## src/rtl/outr_serial_tx_if.sv

```systemverilog
// Handshake bundle between the CPU output register and the serial output device.
interface outr_serial_tx_if #(
  parameter int DATA_W = 8
);
  logic              load;
  logic [DATA_W-1:0] data;
  logic              ien;
  logic              clr_ovr;
  logic              fgo;
  logic              tx;
  logic              ovr;
  logic              irq;

  modport master (
    output load, data, ien, clr_ovr,
    input  fgo, tx, ovr, irq
  );

  modport slave (
    input  load, data, ien, clr_ovr,
    output fgo, tx, ovr, irq
  );
endinterface

```

## src/rtl/outr_serial_tx.sv

```systemverilog
// Output register serializer: frames a parallel-loaded character as start bit,
// DATA_W data bits LSB first, stop bit; FGO reports readiness, irq = ien & FGO.
module outr_serial_tx #(
  parameter int DATA_W       = 8,
  parameter int CLKS_PER_BIT = 16
) (
  input  logic             clk,
  input  logic             asyncclear_n,
  outr_serial_tx_if.slave  bus
);
  localparam int BAUD_W = (CLKS_PER_BIT > 1) ? $clog2(CLKS_PER_BIT) : 1;
  localparam int BIT_W  = (DATA_W > 0) ? $clog2(DATA_W + 1) : 1;
  localparam logic [BAUD_W-1:0] BAUD_LAST = BAUD_W'(CLKS_PER_BIT - 1);
  localparam logic [BIT_W-1:0]  BIT_LAST  = BIT_W'(DATA_W - 1);

  typedef enum logic [1:0] {IDLE, START, DATA, STOP} state_e;

  state_e              state_q, state_d;
  logic [DATA_W-1:0]   shift_q, shift_d;
  logic [BIT_W-1:0]    bit_cnt_q, bit_cnt_d;
  logic [BAUD_W-1:0]   baud_q, baud_d;
  logic                tx_q, tx_d;
  logic                fgo_q, fgo_d;
  logic                ovr_q, ovr_d;
  logic                baud_end;

  always_comb begin
    state_d   = state_q;
    shift_d   = shift_q;
    bit_cnt_d = bit_cnt_q;
    baud_d    = baud_q;
    tx_d      = tx_q;
    fgo_d     = fgo_q;
    ovr_d     = ovr_q;
    baud_end  = (baud_q == BAUD_LAST);

    // An overrunning load beats a simultaneous clear.
    if (bus.clr_ovr)           ovr_d = 1'b0;
    if (bus.load && !fgo_q)    ovr_d = 1'b1;

    if (state_q != IDLE) begin
      baud_d = baud_end ? '0 : baud_q + BAUD_W'(1);
    end

    case (state_q)
      IDLE: begin
        if (bus.load) begin
          shift_d = bus.data;
          fgo_d   = 1'b0;
          tx_d    = 1'b0;
          baud_d  = '0;
          state_d = START;
        end
      end
      START: begin
        if (baud_end) begin
          tx_d      = shift_q[0];
          bit_cnt_d = '0;
          state_d   = DATA;
        end
      end
      DATA: begin
        if (baud_end) begin
          shift_d = shift_q >> 1;
          if (bit_cnt_q == BIT_LAST) begin
            tx_d    = 1'b1;
            state_d = STOP;
          end else begin
            tx_d      = shift_d[0];
            bit_cnt_d = bit_cnt_q + BIT_W'(1);
          end
        end
      end
      STOP: begin
        if (baud_end) begin
          fgo_d   = 1'b1;
          state_d = IDLE;
        end
      end
      default: state_d = IDLE;
    endcase
  end

  always_ff @(posedge clk or negedge asyncclear_n) begin
    if (!asyncclear_n) begin
      state_q   <= IDLE;
      shift_q   <= '0;
      bit_cnt_q <= '0;
      baud_q    <= '0;
      tx_q      <= 1'b1;
      fgo_q     <= 1'b1;
      ovr_q     <= 1'b0;
    end else begin
      state_q   <= state_d;
      shift_q   <= shift_d;
      bit_cnt_q <= bit_cnt_d;
      baud_q    <= baud_d;
      tx_q      <= tx_d;
      fgo_q     <= fgo_d;
      ovr_q     <= ovr_d;
    end
  end

  assign bus.tx  = tx_q;
  assign bus.fgo = fgo_q;
  assign bus.ovr = ovr_q;
  assign bus.irq = bus.ien & fgo_q;
endmodule
```

## src/flat_wrapper.sv

```systemverilog
// flat-port wrapper written by rule: the top's interface ports become plain ports
module outr_serial_tx_flat 
#(
  parameter int DATA_W       = 8,
  parameter int CLKS_PER_BIT = 16
)
  (clk, asyncclear_n, bus_load, bus_data, bus_ien, bus_clr_ovr, bus_fgo, bus_tx, bus_ovr, bus_irq);
  outr_serial_tx_if #(.DATA_W(DATA_W)) bus_i ();
  input  logic clk;
  input  logic asyncclear_n;
  input wire logic [$bits(bus_i.load)-1:0] bus_load;
  input wire logic [$bits(bus_i.data)-1:0] bus_data;
  input wire logic [$bits(bus_i.ien)-1:0] bus_ien;
  input wire logic [$bits(bus_i.clr_ovr)-1:0] bus_clr_ovr;
  output wire logic [$bits(bus_i.fgo)-1:0] bus_fgo;
  output wire logic [$bits(bus_i.tx)-1:0] bus_tx;
  output wire logic [$bits(bus_i.ovr)-1:0] bus_ovr;
  output wire logic [$bits(bus_i.irq)-1:0] bus_irq;
  assign bus_i.load = bus_load;
  assign bus_i.data = bus_data;
  assign bus_i.ien = bus_ien;
  assign bus_i.clr_ovr = bus_clr_ovr;
  assign bus_fgo = bus_i.fgo;
  assign bus_tx = bus_i.tx;
  assign bus_ovr = bus_i.ovr;
  assign bus_irq = bus_i.irq;
  outr_serial_tx #(.DATA_W(DATA_W), .CLKS_PER_BIT(CLKS_PER_BIT)) u_core (.clk(clk), .asyncclear_n(asyncclear_n), .bus(bus_i));
endmodule
```

## config.mk

```make
export PLATFORM = sky130hd
export DESIGN_NAME = outr_serial_tx_flat
export DESIGN_NICKNAME = d
export VERILOG_FILES = /design/src/rtl/outr_serial_tx_if.sv /design/src/rtl/outr_serial_tx.sv /design/src/flat_wrapper.sv
export SDC_FILE = /design/constraint.sdc
export NUM_CORES = 1
export LEC_CHECK = 0
export ABC_CLOCK_PERIOD_IN_PS = 2000
export BUFFER_PORTS_ARGS = -buffer_cell sky130_fd_sc_hd__buf_2
export CAP_MARGIN = 20
export CORE_AREA = 2 2 50 52
export DETAILED_ROUTE_END_ITERATION = 7
export DIE_AREA = 0 0 52 54
export PLACE_DENSITY = 0.78
export SYNTH_ARGS = -nofsm -noshare
export SYNTH_HDL_FRONTEND = slang
export SYNTH_SLANG_ARGS = --single-unit
export TNS_END_PERCENT = 1
```

## constraint.sdc

```tcl
create_clock -name clk -period 2 [get_ports clk]
set_input_delay 0.2 -clock clk [delete_from_list [all_inputs] [get_ports clk]]
set_output_delay 0.2 -clock clk [all_outputs]
set_load 0.005 [all_outputs]
```

==> After elaboration in Yosys (flattened, before gate mapping) <==
Index checks and enable logic that the tools add are counted.
{ "totals": {"wordCells": 61, "mem_bits_ro": 0, "memories": 0, "out_inout_bits": 4, "input_bits": 13, "mem_bits_rw": 0, "latchBits": 0, "ff_bits": 21} }
{ "classes": {"n_lt_le_gt_ge": 0, "div": 0, "shifts": 0, "mux": 26, "reduce_logical": 14, "n_eq_ne": 11, "bitwise": 1, "n_mul": 0, "add_sub_neg": 2} }
{ "op_table": {"columns": ["op", "n"], "rows": [
  ["$mux W4", 7],
  ["$mux W8", 2],
  ["$pmux W8 S2", 1],
  ["$mux W2", 5],
  ["$reduce_bool A2 Y1", 5],
  ["$add A4 B1 Y4 const B", 2],
  ["$ne A2 B1 Y1 const B", 4],
  ["$pmux W2 S4", 1],
  ["$pmux W4 S2", 1],
  ["$reduce_and A4 Y1", 2],
  ["$mux W1", 7],
  ["$reduce_and A3 Y1", 2],
  ["$reduce_and A5 Y1", 1],
  ["$eq A2 B2 Y1 const B", 2],
  ["$eq A4 B3 Y1 const B", 1],
  ["$eq A4 B4 Y1 const B", 1],
  ["$ne A2 B2 Y1 const B", 2],
  ["$pmux W1 S3", 1],
  ["$reduce_bool A3 Y1", 1],
  ["$eq A2 B1 Y1 const B", 1],
  ["$logic_not A2 Y1", 1],
  ["$pmux W1 S2", 1],
  ["$and A1 B1 Y1", 1],
  ["$logic_and A1 B1 Y1", 1],
  ["$logic_not A1 Y1", 1]
]} }

==> Longest topological paths before layout <==
Gate-level depths: netlist (run 1).
{ "logic_depth": {"ltp_word": 5, "ltp_mapped": 8, "depth_no_buf": 6} }

==> Worst setup path before layout (run 1) <==
Ideal clock, no wire load.
{ "synth_path": {"path_type": "register -> register", "startpoint": "register u_core.state_q[0]", "endpoint": "register u_core.state_q[1]", "stages_incl_launch_ff": 7, "required_time_ps": 1872, "setup_slack_ps": 345, "period_less_slack_ps": 1655, "arrival_time_ps": 1528, "setup_ps": 128, "n_path_buf": 1, "path_cell_list": "dfrtp_1 > inv_1 > ha_1 > clkbuf_1 > nand2_1 > a32oi_2 > mux2_1"} }
{ "synth_via": {"elab_chain_len": 3, "elab_cells_between_ends": 11, "cone_classes": "8 x eq/ne; 1 x mux; 2 x reduce/logical"} }
{ "synth_rtl": {"columns": ["element", "line", "source"], "rows": [
  ["from (decl)", "outr_serial_tx.sv:18", "state_e state_q, state_d;"],
  ["from (signal assigned)", "outr_serial_tx.sv:94", "state_q <= state_d;"],
  ["$eq A2 B2 Y1 (tied with other cells)", "outr_serial_tx.sv:45", "case (state_q)"],
  ["$ne A2 B1 Y1 (no line) / $ne A2 B2 Y1 (equally long branches)", null, null],
  ["$reduce_and A5 Y1 (no line)", null, null]
]} }
Several ways; a longest one is shown, not always the timed one.
A chain may end at the register's enable or synchronous reset.

==> Worst setup path in the final report (run 1) <==
{ "layout_path": {"startpoint": "register u_core.baud_q[0]", "endpoint": "register u_core.state_q[1]"} }
{ "layout_via": {"elab_chain_len": 3, "elab_cells_between_ends": 5, "cone_classes": "4 x eq/ne; 1 x reduce/logical"} }
{ "layout_rtl": {"columns": ["element", "line", "source"], "rows": [
  ["from (decl)", "outr_serial_tx.sv:21", "logic [BAUD_W-1:0] baud_q, baud_d;"],
  ["from (signal assigned)", "outr_serial_tx.sv:97", "baud_q <= baud_d;"],
  ["$eq A4 B4 Y1 *", "outr_serial_tx.sv:35", "baud_end = (baud_q == BAUD_LAST);"],
  ["$ne A2 B1 Y1 (no line)", null, null],
  ["$reduce_and A5 Y1 (no line) *", null, null]
]} }
Mark *: on every way between the ends. The rest lies on a longest branch, timed or not.

==> impl_metrics.py, run 1 <==
metrics = {
    "run_status": {
        "outcome": "complete, no violations",
    },
    "route": {
        "wl_met1_um": 979,
        "top_layer": "met4",
        "dr_wl_met2_um": 1070,
        "wl_um": 2170,
        "via_count": 942,
        "drtIter0Drc": 22,
        "ant_nets": 0,
        "dr_wl_met3_um": 72,
        "vias_per_cell": 5.51,
        "drc": 0,
        "wl_per_cell_um": 12.7,
        "dr.pass1.iters": 4,
    },
    "floorplan": {
        "start_util": 0.502,
        "dieArea_um2": 2810,
        "dieHeight_um": 54,
        "rows": 18,
        "core_area_um2": 2320,
        "dieWidth_um": 52,
        "ios": 17,
    },
    "hold_path": {
        "min_path_type": "in2reg",
    },
    "global_route": {
        "grt_antenna_before_repair": 0,
        "grt_max_degree": 22,
        "grt_pass1_wl_um": 3640,
        "grt_util_all_layers": 0.178,
        "grt_pass1_vias": 826,
        "gr-total-overflow": 0,
    },
    "timing": {
        "worst_pin_slew_ns": 0.446,
        "skew_ns": 0.00170,
        "slew_headroom": 0.702,
        "post-route-period-util": 0.887,
        "drv_slew": 0,
        "rsz0062_at_grt": "false",
        "holdWs_ns": 0.0666,
        "max_freq_ghz": 0.564,
        "finalCriticalPeriod_ns": 1.77,
        "setup_viol": 0,
        "hold_violations": 0,
        "setup-tns-final_ns": 0,
    },
    "synthesis": {
        "avgSynthCellArea_um2": 9.63,
        "syn_area_um2": 1160,
        "synth_cell_types": 34,
        "synth-seq-cells": 21,
        "yosysWarnings": 0,
        "syn_inst": 121,
        "syn_nets": 140,
        "ys_seq_area_frac": 0.453,
    },
    "layout": {
        "drive_gt1_frac": 0.220,
        "area_growth_pct": 12.5,
        "nNetsFinal": 161,
        "fillCellCount": 206,
        "final_cell_area_um2": 1310,
        "num_antenna_cells": 0,
        "fin_cells": 171,
    },
    "cts": {
        "cts_tree": "built",
        "cts_root_buffer": "clkbuf_4",
        "clkTransAtPathRegs_ns": 0.11,
        "htreeDepth": 1,
        "clock_latency_ns": 0.30,
        "cts_buffer_depth": 2,
        "cts_sinks": 21,
        "cts_buffers": 3,
        "cts_setup_buffers": 0,
        "cts_resized": 0,
    },
    "setup_path": {
        "path_max_fanout": 6,
        "end_kind": "flip-flop",
        "crit_type": "reg2reg",
        "cp-start-kind": "flip-flop",
        "cp_data_arrival_time_ns": 1.98,
        "crit_required_ns": 2.20,
    },
    "power_and_ir_drop": {
        "p_leak_nw": 0.653,
        "p_per_area_nw_per_um2": 518,
        "ir_worst_vdd_mv": 0.383,
        "fin_total_pwr_w": 0.000678,
    },
    "run": {
        "drv_cap": 0,
    },
    "placement": {
        "portBuffers": 16,
        "dp_cells": 166,
        "post_dp_cell_area_um2": 1270,
        "routabilityCongestion": 0.810,
        "dp_hpwl_um": 1620,
    },
}
placed cells by master (no fill, tap or decap), drive strengths merged, types with 2 or more instances in the layout:
master | synthesis | layout
inv | 7 | 7
dfrtp | 19 | 19
ha | 6 | 6
nor2 | 12 | 12
dfstp | 2 | 2
nand2 | 10 | 10
buf | 5 | 21
nor3 | 2 | 2
mux2i | 9 | 9
nand3 | 3 | 3
clkbuf | 1 | 4
nand4 | 2 | 2
o21ai | 11 | 11
a21oi | 16 | 16
synth_stat cells (all sizes together):
library cell	number	area [um2]
nand4b	1	8.76
nor2b	1	8.76
buf	5	42.5
ha	6	75.1
a32o	1	10.0
dfrtp	19	475
or2	1	6.26
nor2	12	45.0
nand2b	1	6.26
nand2	10	37.5
o31ai	1	7.51
inv	7	26.3
a21oi	16	91.3
and2	1	6.26
dfstp	2	52.6
o21ai	11	55.1
a22o	1	8.76
nand3	3	15.0
o22ai	1	6.26
and3	1	6.26
a32oi	1	16.3
mux2i	9	90.1
clkbuf	1	3.75
mux2	1	11.3
a22oi	1	7.51
nor3	2	10.0
nand4	2	12.5
nor4	1	6.26
a21o	1	7.51
and3b	1	8.76
power by group:
part / leakage, nW / switching, W / internal [W] / total, W
Combinational: 0.383 / 0.0000188 / 0.0000181 / 0.0000370
Sequential: 0.255 / 0.00000400 / 0.000432 / 0.000436
Clock: 0.0150 / 0.000128 / 0.0000779 / 0.000206
stage by stage:
stage	setup slack, ns	util
after floorplan	0.345	-
after global placement	0.341	0.549
after detailed placement	0.270	0.549
after CTS	0.251	0.565
after global routing	0.135	0.565
final	0.225	0.565
state kept, by name, indices dropped and copies added, names as in the netlist:
name and count:
u_core.shift_q 8, u_core.bit_cnt_q 4, u_core.bus.tx 1, u_core.baud_q 4
u_core.bus.ovr 1, u_core.state_q 2, u_core.bus.fgo 1
path summary, 6_finish.rpt:
path                       cells past startpoint                end              start  slack, ns
max reg2reg                                    5  u_core.state_q[1]   u_core.baud_q[0]       0.23
min in group asynchronous                      2  u_core.shift_q[0]       asyncclear_n       0.36
max in group asynchronous                      2     u_core.bus.fgo       asyncclear_n       1.30
min reg2reg                                    2  u_core.shift_q[2]  u_core.shift_q[2]       0.54
min                                            2     u_core.bus.ovr        bus_clr_ovr       0.07
max                                            5  u_core.state_q[1]   u_core.baud_q[0]       0.23
cells by family (layout without fill, tap and decap cells):
| logic type | after synthesis | in the layout | share of synthesized area |
|---|---|---|---|
| AND/OR/NAND/NOR | 37 | 37 | 0.153 |
| AO/OA/AOI/OAI | 34 | 34 | 0.180 |
| flip-flops | 21 | 21 | 0.453 |
| buffers and inverters | 13 | 33 | 0.0623 |
| multiplexers | 10 | 10 | 0.0870 |
| adder cells (fa/ha/maj) | 6 | 6 | 0.0644 |
critical path: stages, from the launching register on:
cell and delay [ns]:
dfrtp_1 0.44, ha_1 0.28, nand3_1 0.21, o21ai_0 0.16, a32oi_2 0.24, mux2_1 0.34
repair_timing:
action,in CTS,in global routing
hold buffers,1,0
endpoints found under the hold margin,19,0
setup endpoints to repair,0,0
layout make-up:
| cell class | count | area [um2] | share of cell area |
|---|---|---|---|
| multi-input cells | 87 | 564 | 0.431 |
| flip-flops and latches | 21 | 528 | 0.403 |
| repair buffers | 22 | 128 | 0.0974 |
| well taps | 30 | 37.5 | 0.0287 |
| clock buffers | 4 | 26.3 | 0.0201 |
| inverters | 7 | 26.3 | 0.0201 |
routing by layer:
layer / vias up / track usage
met3: 5 / 0.0250
met2: 18 / 0.300
li1: 461 / -
met4: 0 / 0.0789
met1: 458 / 0.230
met5: - / 0
Note: power is estimated with default switching activity, not from simulation.
==> run 2: changes to the inputs <==
--- a/config.mk
+++ b/config.mk
@@ -12,6 +12,7 @@
 export DETAILED_ROUTE_END_ITERATION = 7
 export DIE_AREA = 0 0 52 54
 export PLACE_DENSITY = 0.78
+export RECOVER_POWER = 25
 export SYNTH_ARGS = -nofsm -noshare
 export SYNTH_HDL_FRONTEND = slang
 export SYNTH_SLANG_ARGS = --single-unit
==> impl_metrics.py, run 2 (same netlist as run 1, synthesis figures left out) <==
metrics = {
    "cts": {
        "cts_tree": "built",
        "cts_buffers": 3,
        "cts_buffer_depth": 2,
        "clkTransAtPathRegs_ns": 0.11,
        "cts_sinks": 21,
        "cts_setup_buffers": 0,
        "clock_latency_ns": 0.30,
        "cts_root_buffer": "clkbuf_4",
        "htreeDepth": 1,
        "cts_resized": 0,
    },
    "route": {
        "ant_nets": 0,
        "via_count": 942,
        "wl_um": 2160,
        "drtIter0Drc": 22,
        "vias_per_cell": 5.51,
        "wl_per_cell_um": 12.6,
        "dr.pass1.iters": 4,
        "drc": 0,
    },
    "power_and_ir_drop": {
        "p_leak_nw": 0.649,
        "ir_worst_vdd_mv": 0.382,
        "p_per_area_nw_per_um2": 518,
    },
    "timing": {
        "holdWs_ns": 0.0666,
        "finalCriticalPeriod_ns": 1.77,
        "setup_viol": 0,
        "slew_headroom": 0.287,
        "setup-tns-final_ns": 0,
        "worst_pin_slew_ns": 1.07,
        "skew_ns": 0.00170,
        "hold_violations": 0,
        "drv_slew": 0,
        "max_freq_ghz": 0.564,
        "rsz0062_at_grt": "false",
        "post-route-period-util": 0.887,
    },
    "global_route": {
        "grt_pass1_vias": 826,
        "grt_pass1_wl_um": 3640,
        "gr-total-overflow": 0,
        "grt_util_all_layers": 0.178,
        "grt_max_degree": 22,
        "grt_antenna_before_repair": 0,
    },
    "layout": {
        "num_antenna_cells": 0,
        "nNetsFinal": 161,
        "reg.largest.list": "u_core.shift_q x8, u_core.baud_q x4, u_core.bit_cnt_q x4",
        "final_cell_mix": "dfrtp_1, buf_2, a21oi_1, nor2_1, nand2_1",
        "final_common_cell": "dfrtp_1",
        "drive_gt1_frac": 0.206,
        "area_growth_pct": 12.4,
        "fin_cells": 171,
        "largest_reg_flops": 8,
        "top_register": "u_core.shift_q",
    },
    "floorplan": {
        "dieArea_um2": 2810,
        "rows": 18,
        "start_util": 0.502,
        "core_area_um2": 2320,
        "ios": 17,
        "dieWidth_um": 52,
        "dieHeight_um": 54,
    },
    "setup_path": {
        "cp-endpoint": "u_core.state_q[1]",
        "end_kind": "flip-flop",
        "rr_worst_depth": 5,
        "cp-startpoint": "u_core.baud_q[0]",
        "crit_type": "reg2reg",
        "path_max_fanout": 6,
        "cp_data_arrival_time_ns": 1.98,
        "cp-start-kind": "flip-flop",
        "reg2reg_to": "u_core.state_q[1]",
        "crit_required_ns": 2.20,
        "reg2reg_from": "u_core.baud_q[0]",
        "r2r_slack_ns": 0.23,
    },
    "run": {
        "drv_cap": 0,
    },
    "hold_path": {
        "min_path_type": "in2reg",
        "hold_depth": 2,
    },
    "run_status": {
        "outcome": "complete, no violations",
    },
    "placement": {
        "routabilityCongestion": 0.810,
        "portBuffers": 16,
        "dp_cells": 166,
        "dp_hpwl_um": 1620,
    },
}
## run 2: cell types whose count changed in the layout (fill, tap and decap cells not counted)
| cell | change |
|---|---|
| dfstp_2 | -1 |
| buf_2 | -1 |
| clkbuf_1 | +1 |
| dfstp_1 | +1 |
## run 2: repair_timing
item,CTS,global route
endpoints found under the hold margin,19,0
endpoints found under the setup margin,0,0
hold buffers,1,0
## run 2: power breakdown
group	switching, W	leakage, nW	internal [W]
clock	0.000128	0.0150	0.0000779
combinational	0.0000189	0.380	0.0000178
sequential	0.00000400	0.253	0.000431
## run 2: how the worst min path moves through the flow
stage	start	endpoint	slack, ns
after detailed placement	asyncclear_n	u_core.bit_cnt_q[3]	0.18
after global routing	bus_clr_ovr	u_core.bus.ovr	0.06
after global placement	asyncclear_n	u_core.bit_cnt_q[3]	0.18
final	bus_clr_ovr	u_core.bus.ovr	0.07
after floorplan	asyncclear_n	u_core.baud_q[0]	-0.1
after CTS	bus_clr_ovr	u_core.bus.ovr	0.07
## run 2: critical path, stage by stage (launching register included)
cell and delay [ns]:
dfrtp_1 0.44, ha_1 0.28, nand3_1 0.21, o21ai_0 0.16
a32oi_2 0.24, mux2_1 0.34
## run 2: layer usage
metal | vias up | GRT usage | share of wire
li1 | 460 | - | -
met1 | 459 | 0.230 | 0.45
met2 | 18 | 0.300 | 0.50
met3 | 5 | 0.0250 | 0.033
met4 | 0 | 0.0789 | 0.018
met5 | - | 0 | 0
## run 2: cell type report
| type | instances | area (um2) |
|---|---|---|
| clock buffers | 4 | 26.3 |
| fillers | 207 | 1010 |
| well taps | 30 | 37.5 |
| inverters | 7 | 26.3 |
| repair buffers | 22 | 126 |
| multi-input cells | 87 | 564 |
| flip-flops and latches | 21 | 528 |
## run 2: per-stage QoR
stage / util / cell area [um2] / total power, W / worst slack (ns)
finish: 0.564 / 1310 / 0.000678 / 0.225
global route: 0.564 / 1310 / 0.000709 / 0.135
CTS: 0.565 / 1310 / 0.000687 / 0.251
detailed placement: 0.549 / 1270 / 0.000480 / 0.270
global placement: 0.549 / 1270 / 0.000479 / 0.341
floorplan: - / 1160 / 0.000455 / 0.345
